### src/rtl/led_chaser_if.sv
// Control/status bundle for led_chaser: En/Restart/Mode in, LED_Out/Step_Pulse out.
// master = driver of controls (board logic or bench), slave = led_chaser.
interface led_chaser_if #(
  parameter int LED_W = 8
);
  logic             En;
  logic             Restart;
  logic [1:0]       Mode;
  logic [LED_W-1:0] LED_Out;
  logic             Step_Pulse;

  modport master (
    output En, Restart, Mode,
    input  LED_Out, Step_Pulse
  );

  modport slave (
    input  En, Restart, Mode,
    output LED_Out, Step_Pulse
  );
endinterface

### src/rtl/led_chaser.sv
// Running-light generator: prescaler -> ms counter -> pattern step (left/right/bounce/fill).
// Ports: CLK, RSTn (async low), io (slave: En, Restart, Mode, LED_Out, Step_Pulse).
// Build option LED_CHASER_ACTIVE_LOW_EN inverts LED_Out for active-low boards.
module led_chaser #(
  parameter int LED_W    = 8,
  parameter int TICK_DIV = 50_000,
  parameter int STEP_MS  = 100
) (
  input logic        CLK,
  input logic        RSTn,
  led_chaser_if.slave io
);

  localparam int PW = (TICK_DIV > 1) ? $clog2(TICK_DIV) : 1;
  localparam int MW = (STEP_MS > 1) ? $clog2(STEP_MS) : 1;
  localparam logic [PW-1:0] PMAX = PW'(TICK_DIV - 1);
  localparam logic [MW-1:0] MMAX = MW'(STEP_MS - 1);
  localparam logic [LED_W-1:0] LSB = LED_W'(1);
  localparam logic [LED_W-1:0] MSB = {1'b1, {(LED_W-1){1'b0}}};

  typedef enum logic [1:0] {
    M_LEFT   = 2'b00,
    M_RIGHT  = 2'b01,
    M_BOUNCE = 2'b10,
    M_FILL   = 2'b11
  } mode_e;

  function automatic logic [LED_W-1:0] seed(input mode_e m);
    logic [LED_W-1:0] s;
    s = LSB;
    unique case (m)
      M_LEFT:   s = LSB;
      M_RIGHT:  s = MSB;
      M_BOUNCE: s = LSB;
      M_FILL:   s = '0;
      default:  s = LSB;
    endcase
    return s;
  endfunction

  logic [PW-1:0]    presc_q, presc_d;
  logic [MW-1:0]    ms_q, ms_d;
  logic [LED_W-1:0] pat_q, pat_d;
  mode_e            mode_q, mode_d;
  logic             up_q, up_d;
  logic             pulse_q, pulse_d;

  logic  tick, step, onehot;
  mode_e mode_in;

  assign mode_in = mode_e'(io.Mode);
  assign tick    = io.En && (presc_q == PMAX);
  assign step    = tick && (ms_q == MMAX);
  assign onehot  = (pat_q != '0) && ((pat_q & (pat_q - LSB)) == '0);

  always_comb begin
    presc_d = presc_q;
    ms_d    = ms_q;
    pat_d   = pat_q;
    mode_d  = mode_q;
    up_d    = up_q;
    pulse_d = 1'b0;
    if (io.Restart) begin
      presc_d = '0;
      ms_d    = '0;
      pat_d   = seed(mode_in);
      mode_d  = mode_in;
      up_d    = 1'b1;
    end else if (io.En) begin
      presc_d = tick ? '0 : presc_q + PW'(1);
      if (tick)
        ms_d = (ms_q == MMAX) ? '0 : ms_q + MW'(1);
      if (step) begin
        pulse_d = 1'b1;
        if (mode_in != mode_q) begin
          // new mode starts from its seed, not from the old pattern
          pat_d  = seed(mode_in);
          mode_d = mode_in;
          up_d   = 1'b1;
        end else begin
          unique case (mode_q)
            M_LEFT:  pat_d = onehot ? pat_q << 1 : LSB;
            M_RIGHT: pat_d = onehot ? pat_q >> 1 : MSB;
            M_BOUNCE: begin
              unique case (1'b1)
                !onehot: begin
                  pat_d = LSB;
                  up_d  = 1'b1;
                end
                up_q && pat_q[LED_W-1]: begin
                  pat_d = pat_q >> 1;
                  up_d  = 1'b0;
                end
                !up_q && pat_q[0]: begin
                  pat_d = pat_q << 1;
                  up_d  = 1'b1;
                end
                default: pat_d = up_q ? pat_q << 1 : pat_q >> 1;
              endcase
            end
            M_FILL: pat_d = (&pat_q) ? '0 : {pat_q[LED_W-2:0], 1'b1};
            default: pat_d = LSB;
          endcase
        end
      end
    end
  end

  always_ff @(posedge CLK or negedge RSTn) begin
    if (!RSTn) begin
      presc_q <= '0;
      ms_q    <= '0;
      pat_q   <= LSB;
      mode_q  <= M_LEFT;
      up_q    <= 1'b1;
      pulse_q <= 1'b0;
    end else begin
      presc_q <= presc_d;
      ms_q    <= ms_d;
      pat_q   <= pat_d;
      mode_q  <= mode_d;
      up_q    <= up_d;
      pulse_q <= pulse_d;
    end
  end

`ifdef LED_CHASER_ACTIVE_LOW_EN
  assign io.LED_Out = ~pat_q;
`else
  assign io.LED_Out = pat_q;
`endif
  assign io.Step_Pulse = pulse_q;

endmodule

### src/flat_wrapper.sv
// flat-port wrapper written by rule: the top's interface ports become plain ports
module led_chaser_flat 
#(
  parameter int LED_W    = 8,
  parameter int TICK_DIV = 50_000,
  parameter int STEP_MS  = 100
)
  (CLK, RSTn, io_En, io_Restart, io_Mode, io_LED_Out, io_Step_Pulse);
  led_chaser_if #(.LED_W(LED_W)) io_i ();
  input logic CLK;
  input logic RSTn;
  input wire logic [$bits(io_i.En)-1:0] io_En;
  input wire logic [$bits(io_i.Restart)-1:0] io_Restart;
  input wire logic [$bits(io_i.Mode)-1:0] io_Mode;
  output wire logic [$bits(io_i.LED_Out)-1:0] io_LED_Out;
  output wire logic [$bits(io_i.Step_Pulse)-1:0] io_Step_Pulse;
  assign io_i.En = io_En;
  assign io_i.Restart = io_Restart;
  assign io_i.Mode = io_Mode;
  assign io_LED_Out = io_i.LED_Out;
  assign io_Step_Pulse = io_i.Step_Pulse;
  led_chaser #(.LED_W(LED_W), .TICK_DIV(TICK_DIV), .STEP_MS(STEP_MS)) u_core (.CLK(CLK), .RSTn(RSTn), .io(io_i));
endmodule
### config.mk
export PLATFORM = sky130hd
export DESIGN_NAME = led_chaser_flat
export DESIGN_NICKNAME = d
export VERILOG_FILES = /design/src/rtl/led_chaser_if.sv /design/src/rtl/led_chaser.sv /design/src/flat_wrapper.sv
export SDC_FILE = /design/constraint.sdc
export NUM_CORES = 1
export LEC_CHECK = 0
export CORE_ASPECT_RATIO = 1.4
export CORE_MARGIN = 2
export CORE_UTILIZATION = 50
export CTS_CLUSTER_SIZE = 30
export DETAILED_ROUTE_END_ITERATION = 8
export PLACE_DENSITY = 0.7
export SLEW_MARGIN = 20
export SYNTH_ARGS = -nofsm -noshare
export SYNTH_HDL_FRONTEND = slang
export SYNTH_SLANG_ARGS = --single-unit
### constraint.sdc
create_clock -name CLK -period 5.4 [get_ports CLK]
set_input_delay 1.08 -clock CLK [delete_from_list [all_inputs] [get_ports CLK]]
set_output_delay 1.08 -clock CLK [all_outputs]
set_load 0.005 [all_outputs]
======== Yosys cells after proc, flatten, opt, wreduce, memory -nomap -nowiden ========
Index checks and enable logic that the tools add are counted.
cells by class
  add/subtract/negate cells ............... 3
  muxes and demuxes ....................... 31
  bitwise gates (word level) .............. 1
  eq/ne operators ......................... 9
  reduce and logical (&&, ||, !) cells .... 24
operators by type and width
  kind                                                                 number
  8-bit 2-to-1 mux                                                     8
  16-bit 2-to-1 mux                                                    3
  8-bit case mux with 3 select lines                                   2
  8-bit case mux with 4 select lines                                   1
  7-bit 2-to-1 mux                                                     4
  16-bit by 1-bit adder with 16-bit output (second input constant)     1
  16-bit == test (second input constant)                               1
  8-bit AND                                                            1
  2-bit == test (second input constant)                                4
  8-bit logical NOT                                                    1
  1-bit 2-to-1 mux                                                     8
  2-bit 2-to-1 mux                                                     4
  8-bit AND reduction                                                  1
  2-bit nonzero test                                                   4
  8-bit nonzero test                                                   1
  8-bit by 1-bit subtractor with 8-bit output (second input constant)  1
  7-bit by 1-bit adder with 7-bit output (second input constant)       1
  7-bit == test (second input constant)                                1
  1-bit logical AND                                                    5
  2-bit by 1-bit == test with 1-bit output (second input constant)     2
  2-bit logical NOT                                                    2
  2-bit AND reduction                                                  2
  4-bit AND reduction                                                  1
  4-bit nonzero test                                                   1
  other kinds (6)                                                      8
storage, ports and cells
  register bits ........................... 35
  output and inout port bits .............. 9

======== Longest topological paths before layout ========
  word-level depth ........................ 12
  depth in mapped cells ................... 9
  gate-level depth less buffers ........... 8

======== Least setup slack after synthesis ========
No wires, ideal clock.
  kind .................................... input-to-reg
  start ................................... input port io_En
  end ..................................... register u_core.pat_q[2] (netlist: u_core.io.LED_Out[2])
  stages on the path ...................... 8
  setup slack ............................. 2822 ps
  buffers on the path ..................... 3
  arrival time ............................ 2445 ps
  cells stage by stage .................... clkbuf_1 > and4b_1 > and4_1 > buf_2 > a21oi_1 > clkbuf_1 > a22oi_1 > o211ai_1
between the ends
  longest elaborated chain between the ends .. 4
  elaborated cells on any way between the ends .. 5
ends and longest elaborated chain
  element                            RTL line            text
  from (decl)                        flat_wrapper.sv:12  input wire logic [$bits(io_i.En)-1:0] io_En;
  1-bit logical AND                  led_chaser.sv:52    assign tick = io.En && (presc_q == PMAX);
  1-bit logical AND                  led_chaser.sv:53    assign step = tick && (ms_q == MMAX);
  2-bit nonzero test (no line)       --
  2-bit AND reduction (no line) (*)  --
  to (signal assigned)               led_chaser.sv:120   pat_q <= pat_d;
  to (decl)                          led_chaser.sv:43    logic [LED_W-1:0] pat_q, pat_d;
Mark *: on every way between the ends. The rest lies on a longest branch, timed or not.
A chain may end at the register's enable or synchronous reset.

======== Final worst setup path ========
  start ................................... input port io_En
  end ..................................... register u_core.pat_q[7] (netlist: u_core.io.LED_Out[7])
The elaborated chain is that of the path after synthesis.

==> results.toml <==
[sta]
max_slew_margin_pct = 40.5
fmax_mhz = 330
period_share_pct = 56.2
setup_tns_ps = 0
tightestPinTransition_ps = 884
drv_slew = 0
setup_viol = 0
grt_setup_unrepaired = "no"
hold_viol = 0
setup_slack_ps = 2370
period_minus_slack_ps = 3030
skew_ps = 7.95

[clocking]
cts-root-buf = "clkbuf_8"
cts-resized-gates = 0
clkSinkCount = 35
insertion_delay_ps = 280
clk_pin_slew_ps = 70
h-tree-depth = 2
ctsHoldBuffers = 0
cts_tree = "built"
cts_buffer_depth = 2
cts_buffers = 5
post_cts_buffers = 0

[floorplan]
start_util_pct = 51.9
fp.dieW_um = 64.1
fp.coreArea_um2 = 4880
io_pins = 15
rows = 30
die_h_um = 88.2
design.die.area_um2 = 5660

[place]
place.gp.congestion = 0.907
placed_cell_area_um2 = 2650
port_buffers = 14
placed_cells = 370
dp_hpwl_mm = 4.38
place_ws_ps = 2040

[route]
ant_nets = 0
routed_wl_mm = 6.16
dr.pass1.iters = 4
viasPerCell = 6.19
num_vias = 2338
wl_per_cell_um = 16.3
initialDrtViolationCount = 157
route.detailed.drc = 0

[yosys]
synthFlopType = "dfrtp_1"
ys_types = 60
yosysSeqAreaShare_pct = 34.7
synth_warnings = 0
synth.cell_area_um2 = 2530
synth_seq_cells = 35
syn_inst = 317
yosysTopAreaCellShare_pct = 32.6
avgSynthCellArea_um2 = 7.99
synth_top_area_cell = "dfrtp_1"
syn_nets = 325
synth_edf_count = 0
synth_area_leaders = "dfrtp_1, nand2_1, xor2_1"
async_reset_ff_share_pct = 100

[setup_path]
crit_chain = "clkdlybuf4s50_1 > and4b_1 > and4_1 > a21oi_1 > nor4b_1 > a21oi_1 > o31ai_1"
critPathRequiredTime_ps = 5540
cpMostUsedCell = "a21oi_1"
critical_path_class = "in2reg"
critPathLaunchType = "input port"
critPathMaxStageDelay_ps = 690
crit_slowest_cell = "a21oi_1"
endpoint_kind = "flop"
cp_num_buf_inv = 1
cp_max_fo = 13
critical_path.top_delay_family = "compound AO/OA/AOI/OAI gates"
cp.arrival_ps = 3170

[pwr]
p_leak_nw = 1.13
ir_drop_v = 0.000103
p_per_area_nw_per_um2 = 208

[layout]
final_common_cell = "nand2_1"
layout_common_cells = "nand2_1, nor2_1, dfrtp_1"
syn_to_final_growth_pct = 8.35
nets = 321
final_layout_size_suffix_gt1_share_pct = 6.69
diodes = 0
finalNonFillerCells = 378
fin_area_um2 = 2740

[global_routing]
track_usage_pct = 24.1
grt_pass1_wl_mm = 10.7
grt_start_max_net_pins = 36
grt_pass1_vias = 2252
antenna_found_initial = 0
grt_overflow = 0

[flow_run]
max_cap_viol_count = 0

[min_path]
hold_class = "reg2reg"

[status]
status = "finished clean"
==> cell type report <==
| cell class | count | area [um^2] |
|---|---|---|
| tap | 64 | 80.1 |
| inverter | 6 | 22.5 |
| clock inverter | 1 | 5.00 |
| sequential | 35 | 878 |
| timing repair buffer | 15 | 148 |
| clock buffer | 7 | 86.3 |
| multi-input combinational | 250 | 1520 |
| fill | 470 | 2140 |
==> state kept, by name, summed over array words and instances (netlist names) <==
name and count:
u_core.mode_q 2, u_core.ms_q 7, u_core.presc_q 16, u_core.io.Step_Pulse 1, u_core.io.LED_Out 8, u_core.up_q 1
==> synth_stat cells (4+ instances only) <==
cell type,instances
a21oi_1,20
nor3_1,4
or3_1,4
dfrtp_1,33
nand2_1,40
o21ai_0,16
nor2b_1,6
inv_1,6
xor2_1,16
nand4_1,4
o21ai_1,8
nand3_1,16
and3_1,6
a31oi_1,5
clkbuf_1,18
a21o_1,4
nor2_1,34
buf_2,8
nor4b_1,5
==> report_power, final <==
part	total (mW)	internal, mW	switching (mW)	leakage (nW)
Clock	0.193	0.103	0.0898	0.0482
Sequential	0.289	0.268	0.0209	0.476
Combinational	0.0889	0.0353	0.0536	0.605
==> metrics by stage <==
stage | power, mW | util [%] | hold slack (ps)
5_1_grt | 0.600 | 56.2 | 582
3_3_place_gp | 0.382 | 54.4 | 529
2_1_floorplan | 0.351 | - | 506
3_5_place_dp | 0.381 | 54.4 | 536
4_1_cts | 0.572 | 56.2 | 554
6_report | 0.570 | 56.2 | 548
==> worst paths after layout <==
kind / to / depth (start not counted) / slack, ps / startpoint
worst min-delay path: u_core.ms_q[6] / 2 / 550 / u_core.ms_q[6]
min in group asynchronous: u_core.io.LED_Out[7] / 2 / 1200 / RSTn
worst max-delay path: u_core.io.LED_Out[7] / 7 / 2370 / io_En
worst min register to register: u_core.ms_q[6] / 2 / 550 / u_core.ms_q[6]
worst max register to register: u_core.io.LED_Out[4] / 7 / 2810 / u_core.ms_q[0]
max in group asynchronous: u_core.io.LED_Out[0] / 2 / 3860 / RSTn
==> worst register-to-register path: cells and delay by family, from the launching register on <==
kind                       cells  cell delay (ps)
adders and majority gates      1              220
AOI/OAI and AO/OA              3              960
DFF                            1              400
and+or+nand+nor                3              900
==> per-layer routing <==
metal  GRT usage, %  wire length, um  part of all wire (%)  up-vias
met1           29.3             2620                    42     1136
met5              0                0                     0        -
met2           43.2             3220                    52       58
met3           2.96              223                   3.6        8
li1               -                -                     -     1136
met4           9.48               97                   1.6        0
==> cell families after synthesis <==
| logic type | share of synthesized area (%) |
|---|---|
| flip-flops | 34.7 |
| adder cells (fa/ha/maj) | 0.988 |
| XOR/XNOR | 6.23 |
| AO/OA/AOI/OAI | 20.9 |
| buffers and inverters | 5.14 |
| multiplexers | 1.19 |
| AND/OR/NAND/NOR | 30.9 |
(Power assumes the default switching activity.)
